<file path="src/rtl/maltsev_basic_op.sv">
// Zero / successor / projection primitive over INC operands of BW bits, start/ready handshake.
// Latency: RD low for exactly INC+1 cycles after an accepted ST rising edge, for every OP.
// Backpressure: ST edges while busy are dropped, not queued; caller must wait for RD=1 and re-raise ST.
module maltsev_basic_op #(
  parameter int BW   = 16,
  parameter int INC  = 2,
  parameter int SELW = 4
) (
  input  logic              CLK,
  input  logic              RST,
  input  logic              ST,
  input  logic [1:0]        OP,
  input  logic [SELW-1:0]   SEL,
  input  logic [BW*INC-1:0] IN,
  output logic              RD,
  output logic [BW-1:0]     RES,
  output logic              OVF,
  output logic              ERR
);

  // Scan index must reach INC, which marks the completion cycle.
  localparam int IW = $clog2(INC + 1);

  typedef enum logic {IDLE, SCAN} state_t;

  state_t            state_q;
  logic              st_old_q;
  logic [1:0]        op_q;
  logic [SELW-1:0]   sel_q;
  logic [BW-1:0]     opnd_q [INC];
  logic [IW-1:0]     idx_q;
  logic [BW-1:0]     acc_q;
  logic              rd_q;
  logic [BW-1:0]     res_q;
  logic              ovf_q;
  logic              err_q;

  logic              start;
  logic              sel_oob;
  logic              sel_hit;
  logic              scan_last;
  logic [BW:0]       succ;
  logic [BW-1:0]     res_d;
  logic              ovf_d;
  logic              err_d;

  assign start     = ST && !st_old_q && (state_q == IDLE);
  assign sel_oob   = 32'(sel_q) >= 32'(INC);
  assign sel_hit   = 32'(idx_q) == 32'(sel_q);
  assign scan_last = 32'(idx_q) == 32'(INC);
  // Carry-out of the increment is the wrap flag and goes nowhere else.
  assign succ      = {1'b0, acc_q} + (BW+1)'(1);

  // Result that will be published at the completion edge.
  always_comb begin
    res_d = '0;
    ovf_d = 1'b0;
    err_d = 1'b0;
    case (op_q)
      2'd0: begin
      end
      2'd1: begin
        if (sel_oob) begin
          err_d = 1'b1;
        end else begin
          res_d = succ[BW-1:0];
          ovf_d = succ[BW];
        end
      end
      2'd2: begin
        if (sel_oob) err_d = 1'b1;
        else         res_d = acc_q;
      end
      default: err_d = 1'b1;
    endcase
  end

  // Handshake FSM: latch operands on start, shift-scan them one per cycle, publish on completion.
  always_ff @(posedge CLK) begin
    // ST history tracks through reset so a level held across reset release is not an edge.
    st_old_q <= ST;
    if (RST) begin
      state_q <= IDLE;
      op_q    <= '0;
      sel_q   <= '0;
      idx_q   <= '0;
      acc_q   <= '0;
      rd_q    <= 1'b1;
      res_q   <= '0;
      ovf_q   <= 1'b0;
      err_q   <= 1'b0;
      for (int i = 0; i < INC; i++) opnd_q[i] <= '0;
    end else begin
      case (state_q)
        IDLE: begin
          if (start) begin
            op_q  <= OP;
            sel_q <= SEL;
            for (int i = 0; i < INC; i++) opnd_q[i] <= IN[i*BW +: BW];
            idx_q   <= '0;
            acc_q   <= '0;
            rd_q    <= 1'b0;
            ovf_q   <= 1'b0;
            err_q   <= 1'b0;
            state_q <= SCAN;
          end
        end
        SCAN: begin
          if (scan_last) begin
            res_q   <= res_d;
            ovf_q   <= ovf_d;
            err_q   <= err_d;
            rd_q    <= 1'b1;
            state_q <= IDLE;
          end else begin
            // Head of the shift chain is always operand idx, so no wide mux is needed.
            if (sel_hit) acc_q <= opnd_q[0];
            for (int i = 0; i < INC - 1; i++) opnd_q[i] <= opnd_q[i+1];
            idx_q <= idx_q + IW'(1);
          end
        end
        default: state_q <= IDLE;
      endcase
    end
  end

  assign RD  = rd_q;
  assign RES = res_q;
  assign OVF = ovf_q;
  assign ERR = err_q;

endmodule

</file>
<file path="config.mk">
export PLATFORM = sky130hd
export DESIGN_NAME = maltsev_basic_op
export DESIGN_NICKNAME = d
export VERILOG_FILES = /design/src/rtl/maltsev_basic_op.sv
export SDC_FILE = /design/constraint.sdc
export NUM_CORES = 1
export LEC_CHECK = 0
export ABC_CLOCK_PERIOD_IN_PS = 2900
export CAP_MARGIN = 10
export CORE_ASPECT_RATIO = 1.5
export CORE_MARGIN = 3
export CORE_UTILIZATION = 55
export DETAILED_ROUTE_END_ITERATION = 7
export GPL_ROUTABILITY_DRIVEN = 0
export PLACE_DENSITY = 0.91
export SLEW_MARGIN = 15
export SYNTH_ARGS = -nofsm -noshare
export SYNTH_HDL_FRONTEND = slang
export SYNTH_SLANG_ARGS = --single-unit
</file>
<file path="constraint.sdc">
create_clock -name CLK -period 2.9 [get_ports CLK]
set_input_delay 0.58 -clock CLK [delete_from_list [all_inputs] [get_ports CLK]]
set_output_delay 0.58 -clock CLK [all_outputs]
set_load 0.01 [all_outputs]
</file>
After elaboration in Yosys (flattened, before gate mapping)
Memories as Yosys holds them, arrays and structs flattened.
Index checks and enable logic that the tools add are counted.
{ "word_totals": {"register_bits": 45, "latchBits": 0, "ramBits": 32, "romBits": 0, "input_bits": 41, "out_inout_bits": 19, "elab_cells": 71, "memories": 1} }
{ "op_classes": {"addsub": 2, "n_mul": 0, "n_div": 0, "magnitude_cmp": 1, "eq_ne": 8, "shift": 0, "mux": 35, "bitwise_logic": 4, "reduce_logical": 10} }
{ "mem_list": {"columns": ["name", "depth", "word_bits", "read_ports", "rd_ports_with_merged_regs", "wr", "line", "rtl"], "rows": [
  ["opnd_q", 2, 16, 2, 0, 2, "30", "logic [BW-1:0] opnd_q [INC];"]
]} }
{ "ops": {"columns": ["operator", "count"], "rows": [
  ["$mux 16", 8],
  ["$pmux 16 s2", 2],
  ["$add 16x1->17 const B", 1],
  ["$mux 1", 17],
  ["$pmux 1 s2", 5],
  ["$reduce_and 2->1", 4],
  ["$eq 2x2->1 const B", 2],
  ["$eq 2x4->1", 1],
  ["$ge 4x2->1 const B", 1],
  ["$mux 2", 2],
  ["$ne 2x1->1 const B", 2],
  ["$ne 2x2->1 const B", 2],
  ["$pmux 2 s2", 1],
  ["$or 1x1->1", 3],
  ["$reduce_and 3->1", 1],
  ["$add 2x1->2 const B", 1],
  ["$eq 2x1->1 const B", 1],
  ["$logic_and 1x1->1", 2],
  ["$logic_not 2->1", 1],
  ["$reduce_or 2->1", 1],
  ["$logic_not 1->1", 1],
  ["$not 1->1", 1]
]} }

Longest topological paths before layout
Gate-level depths: netlist of the first run.
{ "depth": {"depth_word": 9, "mapped_depth": 9, "ltp_nobuf": 6} }

Worst setup path after synthesis of the first run
No wires, ideal clock.
{ "synth_path": {"kind": "input -> register", "start": "in ST", "end": "mem opnd_q[0][0] (enable)", "arrival_ps": 1647, "t_required_ps": 2528, "setup_slack_ps": 881, "stages": 3, "path_buffers": 0, "path_cell_list": "nor3b_1 -> nor2_1 -> nand2_1"} }
{ "synth_rtl": {"columns": ["element", "line", "rtl"], "rows": [
  ["start: declaration", "11", "input logic ST,"],
  ["end: declaration", "30", null]
]} }

==> results.sh, run 1 <==
export IMPL_status="completed"
export IMPL_fin_skew_ns=0.007394
export IMPL_min_path_cells=2
export IMPL_dp_slack_ns=0.4127
export IMPL_reg2reg_depth=5
export IMPL_core_area_sq_mm=0.006218
export IMPL_syn_inst=347
export IMPL_grt_total_usage_pct=20.68
export IMPL_routedWlPerCell_um=15.04
export IMPL_maxCapViolations=0
export IMPL_syn_cell_area_sq_mm=0.003566
export IMPL_hold_viol_final=0
export IMPL_p_per_area_mw_per_mm2=496.3
export IMPL_cts_buffers=9
export IMPL_startpoint="idx_q[0]"
export IMPL_port_buffers=59
export IMPL_wl_um=7295
export IMPL_vias=2785
export IMPL_cts_clk_slew_worst_paths_ns=0.08
export IMPL_pin_count=60
export IMPL_setup_viol=0
export IMPL_cts_buffer_depth=2
export IMPL_min_to="RD"
export IMPL_p_leak_nw=1.707
export IMPL_drt_iter0_drc=400
export IMPL_relSlewSlack_pct=34.11
export IMPL_syn_mean_instance_area_sq_um=10.28
export IMPL_hold_class="reg -> reg"
export IMPL_crit_type="reg -> reg"
export IMPL_root_buffer="clkbuf_8"
export IMPL_dp_hpwl_um=5343
export IMPL_drive_above_1_share_pct=9.002
export IMPL_crit_path_start_kind="register"
export IMPL_r2r_slack_ns=0.72
export IMPL_layout_commonest_cell="clkdlybuf4s50_1"
export IMPL_seq_area_frac_synth_pct=52.21
export IMPL_dieArea_sq_mm=0.007506
export IMPL_die_h_um=104.6
export IMPL_worstSetupEndpointType="register"
export IMPL_post_cts_resized=0
export IMPL_num_rows=35
export IMPL_worstPathRequired_ns=3.12
export IMPL_fin_ws_ns=0.7170
export IMPL_post_cts_buffers=0
export IMPL_hold_buffers=0
export IMPL_die_w_um=71.75
export IMPL_synth_seq_cells=77
export IMPL_synth_nets=393
export IMPL_hold_start="RD"
export IMPL_area_growth_pct=24.00
export IMPL_yosys_warnings=0
export IMPL_grt_pass1_wl_um=12340
export IMPL_tritoncts="done"
export IMPL_worstMarginPinSlew_ns=0.9847
export IMPL_fin_crit_ns=2.183
export IMPL_grt_max_degree=33
export IMPL_synth_cell_types=55
export IMPL_drtPass1Iterations=5
export IMPL_fin_util_pct=71.11
export IMPL_antenna_found_initial=0
export IMPL_cts_num_sinks=77
export IMPL_rsz0062_at_grt="no"
export IMPL_layoutNonFillerInstCount=485
export IMPL_antenna_cells=0
export IMPL_drv_slew=0
export IMPL_cp_arrival_ns=2.40
export IMPL_h_tree_depth=3
export IMPL_post_place_cells=469
export IMPL_finalPower_mw=2.194
export IMPL_reg2reg_to="opnd_q[0][3]"
export IMPL_via_per_inst=5.742
export IMPL_clk_latency_ns=0.35
export IMPL_fin_setup_tns_ns=0
export IMPL_nets=452
export IMPL_r2r_start="idx_q[0]"
export IMPL_worst_ir_drop_vdd_uv=396.3
export IMPL_max_clock_freq_mhz=458.1
export IMPL_async_flop_share_pct=0
export IMPL_synth_top_flop_cell="dfxtp_1"
export IMPL_grt_pass1_vias=2724
export IMPL_overflow=0
export IMPL_cp_max_fo=16
export IMPL_ant_nets=0
export IMPL_synth_edf_count=32
export IMPL_drc=0
export IMPL_final_cell_mix="59 x clkdlybuf4s50_1, 45 x dfxtp_1, 37 x nand2_1"
export IMPL_initial_utilization_pct=57.34
export IMPL_period_share_pct=75.28
critical path: stages, from the launching register on:
cell and delay, ns:
dfxtp_1 0.39, inv_1 0.06, ha_1 0.26, nand2b_1 0.28, nor2_1 0.80, a22o_1 0.27
registers in the layout (all words and copies together), names as in the netlist, 2 cells and up:
register	count
op_q	2
sel_q	4
opnd_q	32
RES	16
idx_q	2
acc_q	16
routing by layer:
layer / share of wire, % / track usage, % / wire, um
met1: 38 / 23.67 / 2796
met2: 53 / 35.53 / 3863
met3: 5.7 / 3.657 / 414
met4: 3.0 / 11.42 / 221
met5: 0 / 0 / 0
report_power, final:
part           switching (mW)  leakage [nW]  internal (mW)
logic                  0.0938         0.909          0.106
clock network           0.386        0.0923          0.396
registers              0.0307         0.707           1.18
cell families after synthesis:
family          synth area share (%)
xor+xnor                      0.4913
flops                          52.21
fa+ha+maj                      1.754
mux                            4.772
buf+inv                        3.263
compound gates                 14.04
simple gates                   23.47
cell usage after synthesis, drive strengths merged (6+ instances only):
library cell | n | area [sq um]
mux2i | 17 | 170.2
nand2 | 37 | 138.9
a22o | 19 | 168.9
nand3 | 11 | 60.06
inv | 6 | 22.52
nand4 | 8 | 65.06
clkbuf | 16 | 60.06
o21ai | 6 | 33.78
edfxtp | 32 | 960.9
and2 | 32 | 200.2
nor2 | 31 | 118.9
o31ai | 9 | 67.56
dfxtp | 45 | 900.9
a21oi | 18 | 90.09
metrics by stage:
step	instance area [sq um]	hold WS (ns)
4_1_cts	4422	0.4613
2_1_floorplan	3566	0.4496
6_report	4422	0.4537
3_3_place_gp	4230	0.4290
3_5_place_dp	4230	0.4462
5_1_grt	4422	0.4765
worst max path at each step:
stage                         end
CTS                  opnd_q[0][3]
detailed placement   opnd_q[0][3]
finish               opnd_q[0][3]
floorplan            opnd_q[0][0]
global route        opnd_q[0][14]
global placement     opnd_q[0][3]
final cells by class:
cell class / count / area (sq um)
multi-input cells: 243 / 1588
flip-flops and latches: 77 / 1862
fillers: 440 / 1797
repair buffers: 69 / 665.6
clock buffers: 10 / 127.6
inverters: 6 / 22.52
clock inverters: 6 / 63.81
well taps: 74 / 92.59
No activity file was read; power rests on OpenSTA's default activity.
==> inputs of run 2 (changes only) <==
--- a/config.mk
+++ b/config.mk
@@ -5,14 +5,14 @@
 export SDC_FILE = /design/constraint.sdc
 export NUM_CORES = 1
 export LEC_CHECK = 0
-export ABC_CLOCK_PERIOD_IN_PS = 2900
+export ABC_CLOCK_PERIOD_IN_PS = 1800
 export CAP_MARGIN = 10
 export CORE_ASPECT_RATIO = 1.5
 export CORE_MARGIN = 3
-export CORE_UTILIZATION = 55
+export CORE_UTILIZATION = 48
 export DETAILED_ROUTE_END_ITERATION = 7
 export GPL_ROUTABILITY_DRIVEN = 0
-export PLACE_DENSITY = 0.91
+export PLACE_DENSITY = 0.85
 export SLEW_MARGIN = 15
 export SYNTH_ARGS = -nofsm -noshare
 export SYNTH_HDL_FRONTEND = slang
==> constraint.sdc (replaced) <==
create_clock -name CLK -period 1.8 [get_ports CLK]
set_input_delay 0.36 -clock CLK [delete_from_list [all_inputs] [get_ports CLK]]
set_output_delay 0.36 -clock CLK [all_outputs]
set_load 0.01 [all_outputs]
==> run 2 against run 1 <==
Largest cell class unchanged; clock skew is 0.00062 ns higher; count of clock-buffer cells in the layout down 1; global-route usage fell by 1.7 points; final cell count grew 11%; fmax is 23% higher.
==> results.sh, run 2 (same netlist as run 1, synthesis figures left out) <==
export IMPL_cts_buffer_depth=2
export IMPL_drv_slew=0
export IMPL_min_path_cells=2
export IMPL_largest_register_ffs=32
export IMPL_cp_max_fo=7
export IMPL_internal_power_mw=2.760
export IMPL_antenna_cells=0
export IMPL_rsz0062_at_grt="yes"
export IMPL_relSlewSlack_pct=58.21
export IMPL_cp_arrival_ns=2.05
export IMPL_drive_above_1_share_pct=20.14
export IMPL_die_w_um=76.38
export IMPL_slowest_delay_ns=0.48
export IMPL_hold_viol_final=0
export IMPL_die_h_um=111.6
export IMPL_port_buffers=59
export IMPL_wl_um=7941
export IMPL_comb_power_share_pct=11.0
export IMPL_dieArea_sq_mm=0.008521
export IMPL_worstMarginPinSlew_ns=0.6262
export IMPL_reg2reg_depth=7
export IMPL_num_rows=37
export IMPL_h_tree_depth=3
export IMPL_core_area_sq_mm=0.007037
export IMPL_grt_max_degree=33
export IMPL_area_growth_pct=35.58
export IMPL_status="completed"
export IMPL_cts_buffers=9
export IMPL_pwr_share_clk_pct=34.8
export IMPL_worstPathRequired_ns=2.07
export IMPL_cts_clk_slew_worst_paths_ns=0.08
export IMPL_tritoncts="done"
export IMPL_overflow=0
export IMPL_p_switching_mw=0.8383
export IMPL_worstSetupEndpointType="register"
export IMPL_cp_num_buf_inv=2
export IMPL_top_register="opnd_q"
export IMPL_antenna_found_initial=0
export IMPL_grt_pass1_wl_um=13130
export IMPL_p_leak_nw=1.894
export IMPL_initial_utilization_pct=50.68
export IMPL_drt_iter0_drc=244
export IMPL_grt_total_usage_pct=18.94
export IMPL_fin_skew_ns=0.008016
export IMPL_dp_hpwl_um=5844
export IMPL_maxCapViolations=0
export IMPL_fin_setup_tns_ns=0
export IMPL_via_per_inst=5.484
export IMPL_clk_latency_ns=0.34
export IMPL_cts_num_sinks=77
export IMPL_cp_depth=7
export IMPL_p_per_area_mw_per_mm2=744.2
export IMPL_max_clock_freq_mhz=561.8
export IMPL_pin_count=60
export IMPL_power_frac_seq_pct=54.2
export IMPL_vias=2956
export IMPL_routedWlPerCell_um=14.73
export IMPL_drc=0
export IMPL_fin_crit_ns=1.780
export IMPL_hold_buffers=0
export IMPL_post_cts_buffers=0
export IMPL_switching_share_pct=23.30
export IMPL_crit_path_start_kind="register"
export IMPL_ant_nets=0
export IMPL_path_cells="inv_2, ha_4, or4b_4, nor3_4, buf_6, o21ai_4, o31ai_2"
export IMPL_hold_class="reg -> reg"
export IMPL_crit_type="reg -> reg"
export IMPL_drtPass1Iterations=4
export IMPL_period_share_pct=98.88
export IMPL_root_buffer="clkbuf_8"
export IMPL_crit_path_top_delay_cell="or4b_4"
export IMPL_worst_ir_drop_vdd_uv=596.6
export IMPL_cp_top_family="simple AND/OR/NAND/NOR gates"
export IMPL_final_cell_mix="59 x clkdlybuf4s50_1, 41 x dfxtp_1, 36 x nand2_1"
export IMPL_fin_util_pct=68.71
export IMPL_grt_pass1_vias=2999
export IMPL_nets=483
export IMPL_setup_viol=0
export IMPL_layout_commonest_cell="clkdlybuf4s50_1"
[run 2: cell count changes in the layout (fill, tap and decap cells not counted), moves of 3 or more]
cell     previous run  this run
buf_4              10        33
dfxtp_2             0         4
buf_12              0         5
dfxtp_1            45        41
buf_6               0         3
o31ai_1             9         6
ha_1                5         2
o31ai_2             0         3
[run 2: area by class of cell]
class | instances | area (sq um)
Inverter | 6 | 22.52
Fill cell | 533 | 2202
Clock buffer | 9 | 123.9
Multi-Input combinational cell | 243 | 1662
Timing Repair Buffer | 100 | 972.2
Tap cell | 97 | 121.4
Sequential cell | 77 | 1867
Clock inverter | 7 | 66.31
[run 2: what timing repair did]
action | 4_1_cts | 5_1_grt
resized for setup | 8 | 20
endpoints found under the setup margin | 19 | 26
pin swaps | 3 | 4
[run 2: path summary, 6_finish.rpt]
kind | startpoint | endpoint | slack, ns
worst min register to register | RD | RD | 0.45
worst min-delay path | RD | RD | 0.45
worst max register to register | op_q[0] | RES[10] | 0.02
worst max-delay path | op_q[0] | RES[10] | 0.02
[run 2: metal layers]
metal | vias up | wire length (um) | global-route usage [%]
li1 | 1440 | - | -
met1 | 1381 | 3023 | 19.07
met2 | 113 | 4222 | 34.41
met3 | 22 | 425 | 5.340
met4 | 0 | 270 | 11.00
met5 | - | 0 | 0
[run 2: power by group through the flow]
stage	sequential (mW)	combinational (mW)	clock (mW)
after floorplan	1.98	0.185	0
after global placement	1.98	0.373	0
after detailed placement	1.99	0.385	0
after CTS	1.95	0.392	1.27
after global routing	1.96	0.432	1.36
final	1.95	0.397	1.25
[run 2: worst min-delay path, stage by stage (launching register included)]
cell	delay [ns]
dfxtp_1	0.32
nand2_1	0.05
nand2_1	0.04
[run 2: through the flow]
step / instance area [sq um] / hold WS, ns / power, mW / setup slack, ns / std cells
6_report: 4835 / 0.4468 / 3.598 / 0.02008 / 539
5_1_grt: 4835 / 0.4915 / 3.751 / -0.04619 / 539
4_1_cts: 4772 / 0.4543 / 3.610 / 0.002557 / 539
3_5_place_dp: 4554 / 0.4417 / 2.372 / -0.3892 / 523
3_3_place_gp: 4554 / 0.4300 / 2.355 / -0.3000 / 523
2_1_floorplan: 3567 / 0.3877 / 2.165 / 0.001004 / 347
==> inputs of run 3 (changes only) <==
--- a/config.mk
+++ b/config.mk
@@ -7,7 +7,6 @@
 export LEC_CHECK = 0
 export ABC_CLOCK_PERIOD_IN_PS = 1800
 export CAP_MARGIN = 10
-export CORE_ASPECT_RATIO = 1.5
 export CORE_MARGIN = 3
 export CORE_UTILIZATION = 48
 export DETAILED_ROUTE_END_ITERATION = 7
==> run 3 against run 2 <==
The run now ends with setup timing left; count of clock-buffer cells in the layout unchanged; clock skew about the same; wire length increased by 2.1%; fmax decreased by 4.6%; sequential share of layout area about the same; combinational power increased by 3%; clock power increased by 16%; via count decreased by 0.54%; critical endpoint is now RES[5].
==> results.sh, run 3 (same netlist as run 1, synthesis figures left out) <==
export IMPL_status="complete, but fails checks"
export IMPL_violations="setup timing"
export IMPL_top_register="opnd_q"
export IMPL_vias=2940
export IMPL_comb_power_share_pct=10.7
export IMPL_cp_arrival_ns=2.16
export IMPL_clk_latency_ns=0.36
export IMPL_drtPass1Iterations=5
export IMPL_fin_ws_ns=-0.06546
export IMPL_rsz0062_at_grt="yes"
export IMPL_dp_hpwl_um=5913
export IMPL_worst_ir_drop_vdd_uv=447.4
export IMPL_grt_max_degree=33
export IMPL_die_w_um=92.19
export IMPL_multi_input_area_sq_mm=0.001647
export IMPL_drv_slew=0
export IMPL_hold_buffers=0
export IMPL_largest_register_ffs=32
export IMPL_hold_class="reg -> reg"
export IMPL_path_cells="inv_2, ha_4, or4b_4, nor3_4, buf_4, nand2_2, o21ai_1"
export IMPL_grt_total_usage_pct=19.32
export IMPL_post_place_cells=516
export IMPL_dieArea_sq_mm=0.008499
export IMPL_cts_buffer_depth=2
export IMPL_dp_slack_ns=-0.4069
export IMPL_grt_pass1_wl_um=13030
export IMPL_relSlewSlack_pct=58.34
export IMPL_p_switching_mw=0.8890
export IMPL_layoutNonFillerInstCount=535
export IMPL_setup_viol=8
export IMPL_cts_buffers=9
export IMPL_fin_skew_ns=0.007671
export IMPL_initial_utilization_pct=51.08
export IMPL_overflow=0
export IMPL_antenna_found_initial=0
export IMPL_num_rows=30
export IMPL_h_tree_depth=3
export IMPL_cts_clk_slew_worst_paths_ns=0.08
export IMPL_fin_crit_ns=1.865
export IMPL_hold_viol_final=0
export IMPL_antenna_cells=0
export IMPL_cp_max_fo=6
export IMPL_nets=480
export IMPL_cts_num_sinks=77
export IMPL_root_buffer="clkbuf_8"
export IMPL_via_per_inst=5.495
export IMPL_p_leak_nw=1.900
export IMPL_internal_power_mw=2.925
export IMPL_area_growth_pct=36.00
export IMPL_die_h_um=92.19
export IMPL_final_cell_mix="59 x clkdlybuf4s50_1, 38 x dfxtp_1, 36 x nand2_1"
export IMPL_drive_above_1_share_pct=19.13
export IMPL_maxCapViolations=0
export IMPL_max_clock_freq_mhz=536.1
export IMPL_pin_count=60
export IMPL_fillers=541
export IMPL_timing_hold_ws_ns=0.4574
export IMPL_crit_path_top_delay_cell="or4b_4"
export IMPL_pwr_share_clk_pct=38.0
export IMPL_power_frac_seq_pct=51.3
export IMPL_routedWlPerCell_um=15.15
export IMPL_wl_um=8107
export IMPL_period_share_pct=103.6
export IMPL_crit_path_start_kind="register"
export IMPL_worstMarginPinSlew_ns=0.6243
export IMPL_p_per_area_mw_per_mm2=786.4
export IMPL_worstSetupEndpointType="register"
export IMPL_drt_iter0_drc=192
export IMPL_ant_nets=0
export IMPL_worstPathRequired_ns=2.09
export IMPL_final_seq_area_sq_mm=0.001871
export IMPL_layout_commonest_cell="clkdlybuf4s50_1"
export IMPL_drc=0
export IMPL_grt_pass1_vias=2807
export IMPL_tritoncts="done"
export IMPL_slowest_delay_ns=0.47
export IMPL_crit_type="reg -> reg"
export IMPL_port_buffers=59
export IMPL_switching_share_pct=23.31
export IMPL_core_area_sq_mm=0.006982
## run 3: changes by cell type in the layout (fill, tap and decap cells not counted), sizes merged
cell    previous run  this run
clkbuf             9        10
inv                6         8
bufinv             1         2
buf               41        37
clkinv             5         2
## run 3: layout make-up
cell class | instances | share of cell area (%)
sequential | 77 | 38.57
clock buffer | 9 | 2.554
timing repair buffer | 97 | 19.97
tap | 96 | 2.477
clock inverter | 7 | 2.012
multi-input combinational | 243 | 33.95
inverter | 6 | 0.4644
## run 3: critical path: cells and delay by family (launching register included)
kind / cells / cell delay [ns]
buffers and inverters: 2 / 0.25
AND/OR/NAND/NOR: 3 / 0.82
flip-flops: 1 / 0.35
adder cells (fa/ha/maj): 1 / 0.27
AO/OA/AOI/OAI: 1 / 0.11
## run 3: final timing paths
| check | startpoint | slack (ns) | cells past startpoint | end |
|---|---|---|---|---|
| setup / recovery | op_q[1] | -0.07 | 7 | RES[5] |
| hold / removal | RES[9] | 0.46 | 2 | RES[9] |
| setup reg to reg | op_q[1] | -0.07 | 7 | RES[5] |
| hold reg to reg | RES[9] | 0.46 | 2 | RES[9] |
## run 3: repair_timing
action,4_1_cts,5_1_grt
cloned,0,1
buffers inserted,1,2
setup endpoints to repair,26,44
pin swaps,10,5
resized for setup,10,16
## run 3: power groups by stage
stage	clock, mW	combinational (mW)	sequential, mW
final	1.45	0.410	1.96
after global routing	1.54	0.442	1.96
after global placement	0	0.365	1.98
after floorplan	0	0.185	1.98
after CTS	1.47	0.386	1.95
after detailed placement	0	0.379	1.99
## run 3: per-stage QoR
step	setup TNS [ns]	power [mW]	utilization (%)	cell area, sq um
after floorplan	0	2.165	-	3567
after global placement	-13.19	2.350	64.57	4508
after detailed placement	-16.02	2.371	64.57	4508
after CTS	-0.5229	3.810	68.21	4762
after global routing	-0.8800	3.942	69.46	4850
final	-0.2864	3.814	69.46	4850
## run 3: per-layer routing
layer / routed length [um] / track usage (%)
met1: 3489 / 23.74
met2: 3848 / 32.91
met3: 474 / 3.035
met4: 294 / 9.530
met5: 0 / 0
